`config.mk`:
```
export PLATFORM = sky130hd
export DESIGN_NAME = vliw_pipeline_controller
export DESIGN_NICKNAME = d
export VERILOG_FILES = /design/src/rtl/vliw_pipeline_controller.sv
export SDC_FILE = /design/constraint.sdc
export NUM_CORES = 1
export LEC_CHECK = 0
export ABC_AREA = 1
export BUFFER_PORTS_ARGS = -buffer_cell sky130_fd_sc_hd__buf_2
export CORE_MARGIN = 4
export CORE_UTILIZATION = 56
export DETAILED_ROUTE_END_ITERATION = 6
export MAX_ROUTING_LAYER = met4
export PLACE_DENSITY = 0.92
export SLEW_MARGIN = 20
export SYNTH_ARGS = -nofsm -noshare
export SYNTH_HDL_FRONTEND = slang
export SYNTH_SLANG_ARGS = --single-unit
export TNS_END_PERCENT = 5
```
`constraint.sdc`:
```
create_clock -name clk -period 2.8 [get_ports clk]
set_input_delay 0.56 -clock clk [delete_from_list [all_inputs] [get_ports clk]]
set_output_delay 0.56 -clock clk [all_outputs]
set_load 0.05 [all_outputs]
```
`src/rtl/vliw_pipeline_controller.sv`:
```
// ---------------------------------------------------------------------------
// vliw_pipeline_controller
//
// Hazard and sequencing controller for a two-slot (ALU + MEM) 5-stage VLIW
// pipeline. It looks at the register fields of the bundle sitting in IF/ID
// (p1) and at the resolved control flags of the bundle in ID/EX (p2). From
// these it drives the PC enable and PC source, the per-latch write enables
// and the per-latch flushes. It sequences load-use stalls, branch/jump
// redirects and the exception drain, and counts stall/drain cycles.
//
// Ports
//   clk                         pipeline clock, rising edge
//   reset                       asynchronous reset, active low
//   hold                        external debug freeze
//   p1_alu_rm/rn, p1_mem_rn/rd  source register fields of the IF/ID bundle
//   p1_srcValid                 valid bits {alu_rm, alu_rn, mem_rn, mem_rd}
//   p2_memRead, p2_mem_rd       load in ID/EX and its destination register
//   p2_isBranch, p2_alu_flag_N  conditional branch and its condition flag
//   p2_isJump                   unconditional jump in EX
//   p2_*_undefinedInstruction   per-slot decode faults
//   pcWrite, pcSel              PC enable; source 0 seq, 1 branch, 2 jump,
//                               3 exception vector
//   p1..p4_pipeline_regWrite    latch write enables
//   IF_flush, ID_flush, EX_flush clear p1/p2/p3 latches at the next edge
//   isException, excCause       exception pulse and {alu, mem} fault cause
//   stallCount                  saturating stall/drain cycle counter
// ---------------------------------------------------------------------------
module vliw_pipeline_controller #(
  parameter int LOAD_USE_STALL = 1,
  parameter int EXC_DRAIN      = 2,
  parameter int CNT_W          = 16
) (
  input  logic             clk,
  input  logic             reset,
  input  logic             hold,
  input  logic [2:0]       p1_alu_rm,
  input  logic [2:0]       p1_alu_rn,
  input  logic [2:0]       p1_mem_rn,
  input  logic [2:0]       p1_mem_rd,
  input  logic [3:0]       p1_srcValid,
  input  logic             p2_memRead,
  input  logic [2:0]       p2_mem_rd,
  input  logic             p2_isBranch,
  input  logic             p2_alu_flag_N,
  input  logic             p2_isJump,
  input  logic             p2_alu_undefinedInstruction,
  input  logic             p2_mem_undefinedInstruction,
  output logic             pcWrite,
  output logic [1:0]       pcSel,
  output logic             p1_pipeline_regWrite,
  output logic             p2_pipeline_regWrite,
  output logic             p3_pipeline_regWrite,
  output logic             p4_pipeline_regWrite,
  output logic             IF_flush,
  output logic             ID_flush,
  output logic             EX_flush,
  output logic             isException,
  output logic [1:0]       excCause,
  output logic [CNT_W-1:0] stallCount
);

  typedef enum logic [1:0] {RUN, STALL, DRAIN, REDIRECT} state_t;

  localparam logic [2:0] STALL_INIT = 3'(LOAD_USE_STALL - 1);
  localparam logic [2:0] DRAIN_INIT = 3'(EXC_DRAIN - 1);

  state_t           state, state_next;
  logic [2:0]       cnt, cnt_next;
  logic [1:0]       exc_cause_q;
  logic [CNT_W-1:0] stall_cnt_q;

  logic exc_any;
  logic branch_taken;
  logic redirect_any;
  logic load_use;
  logic run_stall;
  logic count_cycle;

  function automatic logic [CNT_W-1:0] sat_inc(input logic [CNT_W-1:0] v);
    return (&v) ? v : v + CNT_W'(1);
  endfunction

  // Event decode. A field only counts as a hazard source when its valid bit
  // is set, so unused operand slots never cause a stall.
  always_comb begin
    exc_any      = p2_alu_undefinedInstruction | p2_mem_undefinedInstruction;
    branch_taken = p2_isBranch & p2_alu_flag_N;
    redirect_any = p2_isJump | branch_taken;
    load_use     = p2_memRead &
                   ((p1_srcValid[3] & (p1_alu_rm == p2_mem_rd)) |
                    (p1_srcValid[2] & (p1_alu_rn == p2_mem_rd)) |
                    (p1_srcValid[1] & (p1_mem_rn == p2_mem_rd)) |
                    (p1_srcValid[0] & (p1_mem_rd == p2_mem_rd)));
    // Exceptions and redirects both squash the bundle in IF/ID, so a
    // load-use condition alongside them needs no bubble.
    run_stall    = (state == RUN) & ~exc_any & ~redirect_any & load_use;
    count_cycle  = ~hold & ((state == STALL) | (state == DRAIN) | run_stall);
  end

  // State register
  always_ff @(posedge clk or negedge reset) begin
    if (!reset) begin
      state       <= RUN;
      cnt         <= 3'd0;
      exc_cause_q <= 2'b00;
      stall_cnt_q <= '0;
    end else begin
      state <= state_next;
      cnt   <= cnt_next;
      if (isException)
        exc_cause_q <= {p2_alu_undefinedInstruction, p2_mem_undefinedInstruction};
      if (count_cycle)
        stall_cnt_q <= sat_inc(stall_cnt_q);
    end
  end

  // Next-state logic. The counter holds the number of cycles still to be
  // spent in STALL (including the current one) or in DRAIN after this one.
  always_comb begin
    state_next = state;
    cnt_next   = cnt;
    if (!hold) begin
      case (state)
        RUN: begin
          if (exc_any) begin
            state_next = DRAIN;
            cnt_next   = DRAIN_INIT;
          end else if (run_stall && (LOAD_USE_STALL > 1)) begin
            state_next = STALL;
            cnt_next   = STALL_INIT;
          end
        end
        STALL: begin
          cnt_next = cnt - 3'd1;
          if (cnt <= 3'd1)
            state_next = RUN;
        end
        DRAIN: begin
          if (cnt == 3'd0)
            state_next = REDIRECT;
          else
            cnt_next = cnt - 3'd1;
        end
        REDIRECT: state_next = RUN;
        default:  state_next = RUN;
      endcase
    end
  end

  // Output logic. Reset low or hold high forces every enable and flush off.
  always_comb begin
    pcWrite              = 1'b0;
    pcSel                = 2'd0;
    p1_pipeline_regWrite = 1'b0;
    p2_pipeline_regWrite = 1'b0;
    p3_pipeline_regWrite = 1'b0;
    p4_pipeline_regWrite = 1'b0;
    IF_flush             = 1'b0;
    ID_flush             = 1'b0;
    EX_flush             = 1'b0;
    isException          = 1'b0;
    if (reset && !hold) begin
      case (state)
        RUN: begin
          pcWrite              = 1'b1;
          p1_pipeline_regWrite = 1'b1;
          p2_pipeline_regWrite = 1'b1;
          p3_pipeline_regWrite = 1'b1;
          p4_pipeline_regWrite = 1'b1;
          if (exc_any) begin
            isException = 1'b1;
            IF_flush    = 1'b1;
            ID_flush    = 1'b1;
            EX_flush    = 1'b1;
            pcWrite     = 1'b0;
          end else if (p2_isJump) begin
            pcSel    = 2'd2;
            IF_flush = 1'b1;
            ID_flush = 1'b1;
          end else if (branch_taken) begin
            pcSel    = 2'd1;
            IF_flush = 1'b1;
            ID_flush = 1'b1;
          end else if (load_use) begin
            pcWrite              = 1'b0;
            p1_pipeline_regWrite = 1'b0;
            ID_flush             = 1'b1;
          end
        end
        STALL: begin
          p2_pipeline_regWrite = 1'b1;
          p3_pipeline_regWrite = 1'b1;
          p4_pipeline_regWrite = 1'b1;
          ID_flush             = 1'b1;
        end
        DRAIN: begin
          p3_pipeline_regWrite = 1'b1;
          p4_pipeline_regWrite = 1'b1;
          IF_flush             = 1'b1;
          ID_flush             = 1'b1;
        end
        REDIRECT: begin
          pcSel                = 2'd3;
          pcWrite              = 1'b1;
          p1_pipeline_regWrite = 1'b1;
          p2_pipeline_regWrite = 1'b1;
          p3_pipeline_regWrite = 1'b1;
          p4_pipeline_regWrite = 1'b1;
          IF_flush             = 1'b1;
        end
        default: ;
      endcase
    end
  end

  // The cause is visible in the same cycle as the pulse and then held.
  assign excCause   = isException ?
                      {p2_alu_undefinedInstruction, p2_mem_undefinedInstruction} :
                      exc_cause_q;
  assign stallCount = stall_cnt_q;

endmodule

```
-- Word level (Yosys, flattened, before mapping)
Cells that the tools add are included.
- $add $sub $neg: 2
- magnitude comparators: 1
- eq/ne operators: 11
- mux-type cells: 40
- bitwise logic cells: 21
- reductions and logical operators: 13
- operators with widths (kind ; number):
    $mux W1 ; 24
    $add A16 B1 Y16 const B ; 1
    $reduce_and A16 Y1 ; 1
    $mux W2 ; 7
    $eq A3 B3 Y1 ; 4
    $and A1 B1 Y1 ; 10
    $pmux W3 S3 ; 1
    $pmux W1 S2 ; 4
    $pmux W2 S4 ; 1
    $reduce_and A4 Y1 ; 2
    $or A1 B1 Y1 ; 7
    $mux W3 ; 2
    $eq A2 B2 Y1 const B ; 2
    $ne A2 B1 Y1 const B ; 2
    $ne A2 B2 Y1 const B ; 2
    $not A1 Y1 ; 4
    $pmux W2 S2 ; 1
    $reduce_or A2 Y1 ; 2
    $reduce_or A4 Y1 ; 1
    $le A3 B1 Y1 const B ; 1
    $logic_not A3 Y1 ; 1
    $reduce_bool A3 Y1 ; 1
    $reduce_or A3 Y1 ; 1
    $sub A3 B1 Y3 const B ; 1
    other kinds (5) ; 5
- bits in registers: 23
- input bits: 28
- output and inout port bits: 29
- logic and storage cells: 92

-- Logic depth before layout (Yosys ltp)
Gate-level depths: netlist of run 1.
- depth after elaboration: 12
- depth in mapped cells: 13
- mapped depth without buffers: 12

-- Worst setup path after synthesis of run 1
No wires, ideal clock.
- path kind: input to output
- start: input hold
- end: output excCause[0]
- arrival time: 2.183 ns
- required time: 2.240 ns
- setup slack: 0.057 ns
- stages on the path: 7
- buffers on the path: 0
- cells stage by stage: inv_1 nand2_1 inv_1 nand2_1 inv_1 nand2_1 nand2_1
- word-level cells in the longest chain between the ends: 4
- RTL lines (item ; line ; source):
    from (decl) ; 35 ; input logic hold,
    $logic_not A1 Y1 ; 162 ; if (reset && !hold) begin
    $logic_and A1 B1 Y1 ; 162 ;
    $mux W1 ; - ;
    net EX_flush ; 56 ; output logic EX_flush,
    $mux W2 ; - ;
    to (decl) ; 58 ; output logic [1:0] excCause,
The timed path passes the listed nets, and every way through them passes these cells.

-- Worst setup path after layout of run 1
- start: register state[0]
- end: output excCause[0]
- word-level cells in the longest chain between the ends: 4
- RTL lines (item ; line ; source):
    from (decl) ; 67 ; state_t state, state_next;
    from (signal assigned) ; 108 ; state <= state_next;
    $logic_not A2 Y1 ; 163 ; case (state)
    $mux W1 ; 163 ;
    $mux W1 ; 162 ;
    $mux W2 ; - ;
Every way passes these cells.

==> flow_summary.toml, run 1 <==
[routing]
drt-pass1-iter-count = 5
drtAntennaViolNets = 0
num_vias = 1868
drt_wl_total_mm = 4.12
via_per_inst = 5.02
wire_per_inst_um = 11.1
drt_iter0_markers = 87
remaining_drc_errors = 0

[pwr]
clkPwrFrac_pct = 9.4
p_per_area_mw_per_mm2 = 730
comb_power_share_pct = 61.1
power_leakage_nw = 1.29
p_sw_w = 0.000869
vdd_drop_max_uv = 469
internal_power_w = 0.000735
power.share.sequential_pct = 29.5
sw_frac_of_total_pct = 54.2

[die]
die-area_mm2 = 0.00437
start_util_pct = 60.0
ioPinCount = 57
fp.coreArea_mm2 = 0.00315
die_y_um = 66.1
rows = 20
die_w_um = 66.1

[yosys]
ys_seq_area_share_pct = 30.4
synthFlopType = "dfrtp_1"
synth_nets = 309
ys_ff_latch = 23
avgSynthCellArea_um2 = 6.93
synth_edf_count = 0
syn_inst = 273
synthDistinctLibCells = 31
yosysWarnings = 0
netlist_area_mm2 = 0.00189
async_flop_share_pct = 100

[timing]
totalNegativeSetupSlack_ps = 0
hold_slack_ps = 242
skew_ps = 2.82
hold_viol = 0
slew_headroom_pct = 72.0
min_period_ps = 2500
rsz0062_at_grt = "false"
max_freq_ghz = 0.400
setup_viol = 0
period_share_pct = 89.3
tightest_slew_ps = 418
slew_violations = 0

[final_layout]
nNetsFinal = 365
final_common_cell = "nand2_1"
layout_common_cells = "nand2_1, buf_2, inv_1"
diodes = 0
drive_gt1_share_pct = 24.4
syn2layout_area_growth_pct = 16.3

[clocking]
cts_sinks = 23
clock_tree.root_cell = "clkbuf_4"
postCtsHoldBufs = 0
clockBufferDepth = 2
clk_pin_slew_worst_paths_ps = 120
h-tree-depth = 1
cts_repair_resize_count = 0
cts_setup_buffers = 0
clock_latency_ps = 310
cts_made_buffers = 3
cts_tree = "done"

[critical_path]
critPathKind = "reg -> out"
crit_required_ps = 2240
end_kind = "primary output"
path_max_fanout = 5
start_kind = "flop"
cp.arrival_ps = 1940

[placed_design]
hpwl_mm = 3.23
io_buffers = 56
globalplace.congestion = 0.924

[worst_hold_path]
hold_class = "in -> async"

[global_routing]
grt_max_degree = 24
grt_pass1_wl_mm = 7.09
grtUsageTotal_pct = 21.1
grt.overflow.total = 0
grt_pass1_vias = 1690
antenna_found_initial = 0

[status]
outcome = "completed"

[run]
maxCapViolations = 0
## power groups by stage
stage | Clock, W | Sequential, W | Combinational [W]
floorplan | 0 | 0.000569 | 0.000766
global placement | 0 | 0.000475 | 0.000968
detailed placement | 0 | 0.000482 | 0.000982
CTS | 0.000156 | 0.000475 | 0.000985
global route | 0.000177 | 0.000485 | 0.00108
finish | 0.000151 | 0.000473 | 0.000979
## state kept, by name, indices dropped and copies added (netlist names)
name         count
cnt              3
stallCount      16
state            2
exc_cause_q      2
## layout make-up
type                    instances  area (um2)
clock buffers                   4        26.3
fillers                       266         955
inverters                      45         169
multi-input cells             198        1080
flip-flops and latches         23         576
well taps                      44        55.1
repair buffers                 58         295
## metal layers
layer / track usage, % / vias up / routed length (um)
li1: - / 975 / -
met1: 26.2 / 830 / 1800
met2: 35.4 / 56 / 2030
met3: 3.74 / 7 / 247
met4: 5.33 / 0 / 41
met5: - / - / 0
## critical path, cell delays in order (launching register included)
cell	delay, ps
dfrtp_1	420
inv_1	110
ha_1	230
inv_2	90
nor2_1	150
nand2_1	110
inv_1	110
nand2_1	60
nand2_1	80
buf_2	270
## kinds of logic after synthesis
kind of cell | Yosys count | synth area share [%]
compound gates | 22 | 7.02
xor+xnor | 9 | 4.17
fa+ha+maj | 8 | 5.29
buf+inv | 52 | 12.6
flops | 23 | 30.4
simple gates | 159 | 40.5
## path summary, 6_finish.rpt
check / startpoint / end / slack [ps] / cells past startpoint
setup / recovery: state[0]$_DFFE_PN0P_ / excCause[0] / 300 / 9
hold / removal: reset / stallCount[4]$_DFFE_PN0P_ / 240 / 2
setup reg to reg: stallCount[0]$_DFFE_PN0P_ / stallCount[11]$_DFFE_PN0P_ / 830 / 8
hold reg to reg: exc_cause_q[1]$_DFF_PN0_ / exc_cause_q[1]$_DFF_PN0_ / 490 / 2
max in group asynchronous: reset / stallCount[10]$_DFFE_PN0P_ / 2330 / 2
min in group clk: p2_alu_undefinedInstruction / exc_cause_q[1]$_DFF_PN0_ / 470 / 3
## per-stage QoR
| step | setup slack [ps] | instance area [um2] | instances | utilization [%] | power, W |
|---|---|---|---|---|---|
| after detailed placement | 412 | 2170 | 368 | 68.9 | 0.00146 |
| after global routing | 55.8 | 2200 | 372 | 69.7 | 0.00175 |
| after CTS | 298 | 2200 | 372 | 69.7 | 0.00162 |
| after floorplan | 57.5 | 1890 | 273 | - | 0.00134 |
| final | 299 | 2200 | 372 | 69.7 | 0.00160 |
| after global placement | 468 | 2170 | 368 | 68.9 | 0.00144 |
## cells in the mapped netlist, drive strengths merged (3+ instances only)
library cell / n / area [um2]
nor2: 26 / 113
a21boi: 5 / 37.5
ha: 8 / 100
buf: 6 / 61.3
inv: 45 / 169
nand4: 19 / 125
xor2: 7 / 61.3
dfrtp: 23 / 576
a21oi: 9 / 45.0
nand3: 19 / 138
nor3: 3 / 20.0
nand2: 91 / 349
o21ai: 3 / 15.0
Note: power is estimated with default switching activity, not from simulation.
==> run 2, diff against run 1 <==
--- a/config.mk
+++ b/config.mk
@@ -8,10 +8,10 @@
 export ABC_AREA = 1
 export BUFFER_PORTS_ARGS = -buffer_cell sky130_fd_sc_hd__buf_2
 export CORE_MARGIN = 4
-export CORE_UTILIZATION = 56
+export CORE_UTILIZATION = 40
 export DETAILED_ROUTE_END_ITERATION = 6
 export MAX_ROUTING_LAYER = met4
-export PLACE_DENSITY = 0.92
+export PLACE_DENSITY = 0.71
 export SLEW_MARGIN = 20
 export SYNTH_ARGS = -nofsm -noshare
 export SYNTH_HDL_FRONTEND = slang
==> flow_summary.toml, run 2 (same netlist as run 1, synthesis figures left out) <==
[status]
outcome = "completed"

[clocking]
h-tree-depth = 1
cts_tree = "done"
cts_sinks = 23
cts_setup_buffers = 0
clockBufferDepth = 2
clock_tree.root_cell = "clkbuf_8"
clk_pin_slew_worst_paths_ps = 80
cts_made_buffers = 3
postCtsHoldBufs = 0
clock_latency_ps = 260
cts_repair_resize_count = 0

[routing]
wire_per_inst_um = 11.8
via_per_inst = 5.01
num_vias = 1905
drt_iter0_markers = 77
remaining_drc_errors = 0
drtAntennaViolNets = 0
drt-pass1-iter-count = 4
drt_wl_total_mm = 4.48

[timing]
slew_headroom_pct = 72.4
tightest_slew_ps = 412
hold_slack_ps = 313
rsz0062_at_grt = "false"
skew_ps = 3.29
max_freq_ghz = 0.407
min_period_ps = 2460
totalNegativeSetupSlack_ps = 0
hold_viol = 0
slew_violations = 0
setup_viol = 0
period_share_pct = 87.8

[final_layout]
nNetsFinal = 365
layout_common_cells = "nand2_1, buf_2, inv_1"
nFillCells = 444
diodes = 0
syn2layout_area_growth_pct = 17.8
largest_reg_flops = 16
final_util_pct = 49.8
final_common_cell = "nand2_1"
drive_gt1_share_pct = 24.4

[critical_path]
critPathKind = "reg -> out"
reg2reg_from = "state[0]$_DFFE_PN0P_"
path_max_fanout = 5
crit_required_ps = 2240
start_kind = "flop"
end_kind = "primary output"
cp.arrival_ps = 1900
startpoint = "state[0]$_DFFE_PN0P_"

[die]
die_y_um = 76.8
rows = 24
fp.coreArea_mm2 = 0.00447
ioPinCount = 57
die_w_um = 76.8
die-area_mm2 = 0.00589
start_util_pct = 42.3

[pwr]
vdd_drop_max_uv = 398
power.total_w = 0.00166
p_per_area_mw_per_mm2 = 747
power_leakage_nw = 1.29

[global_routing]
grt_max_degree = 24
grt_pass1_wl_mm = 7.68
grt.overflow.total = 0
grt_pass1_vias = 1752
grtUsageTotal_pct = 15.9
antenna_found_initial = 0

[placed_design]
globalplace.congestion = 0.813
hpwl_mm = 3.51
io_buffers = 56

[worst_hold_path]
hold_class = "in -> async"

[run]
maxCapViolations = 0
run 2: cell count changes in the layout (fill, tap and decap cells not counted):
cell      delta
clkbuf_4     -3
clkbuf_8     +3
run 2: critical path, stage by stage (launching register included):
cell	delay, ps
dfrtp_1	410
inv_1	100
ha_1	230
inv_2	90
nor2_1	160
nand2_1	110
inv_1	120
nand2_1	60
nand2_1	80
buf_2	270
run 2: metrics by stage:
step,std cells,setup slack [ps],area [um2]
after detailed placement,376,440,2180
after floorplan,273,57.5,1890
final,380,342,2230
after global placement,376,452,2180
after CTS,380,337,2230
after global routing,380,131,2230
run 2: worst paths after layout:
path,slack (ps),end,cells after the start
setup / recovery,340,excCause[1],9
hold / removal,310,stallCount[11]$_DFFE_PN0P_,2
setup reg to reg,840,stallCount[5]$_DFFE_PN0P_,9
hold reg to reg,500,exc_cause_q[1]$_DFF_PN0_,2
max in group asynchronous,2250,cnt[1]$_DFFE_PN0P_,2
min in group clk,500,exc_cause_q[1]$_DFF_PN0_,2
run 2: per-layer routing:
| layer | part of all wire (%) | track usage, % |
|---|---|---|
| met1 | 44 | 18.3 |
| met2 | 51 | 28.4 |
| met3 | 4.9 | 3.86 |
| met4 | 0.42 | 2.17 |
| met5 | 0 | - |
run 2: power breakdown:
part           internal [W]  switching [W]
clock              0.000101       0.000102
combinational      0.000269       0.000720
sequential         0.000411      0.0000611
run 2: layout make-up:
cell class	instances	area, um2	area share (%)
Inverter	45	169	7.58
Sequential cell	23	576	25.8
Tap cell	52	65.1	2.92
Multi-Input combinational cell	198	1080	48.4
Timing Repair Buffer	58	295	13.3
Clock buffer	4	45.0	2.02
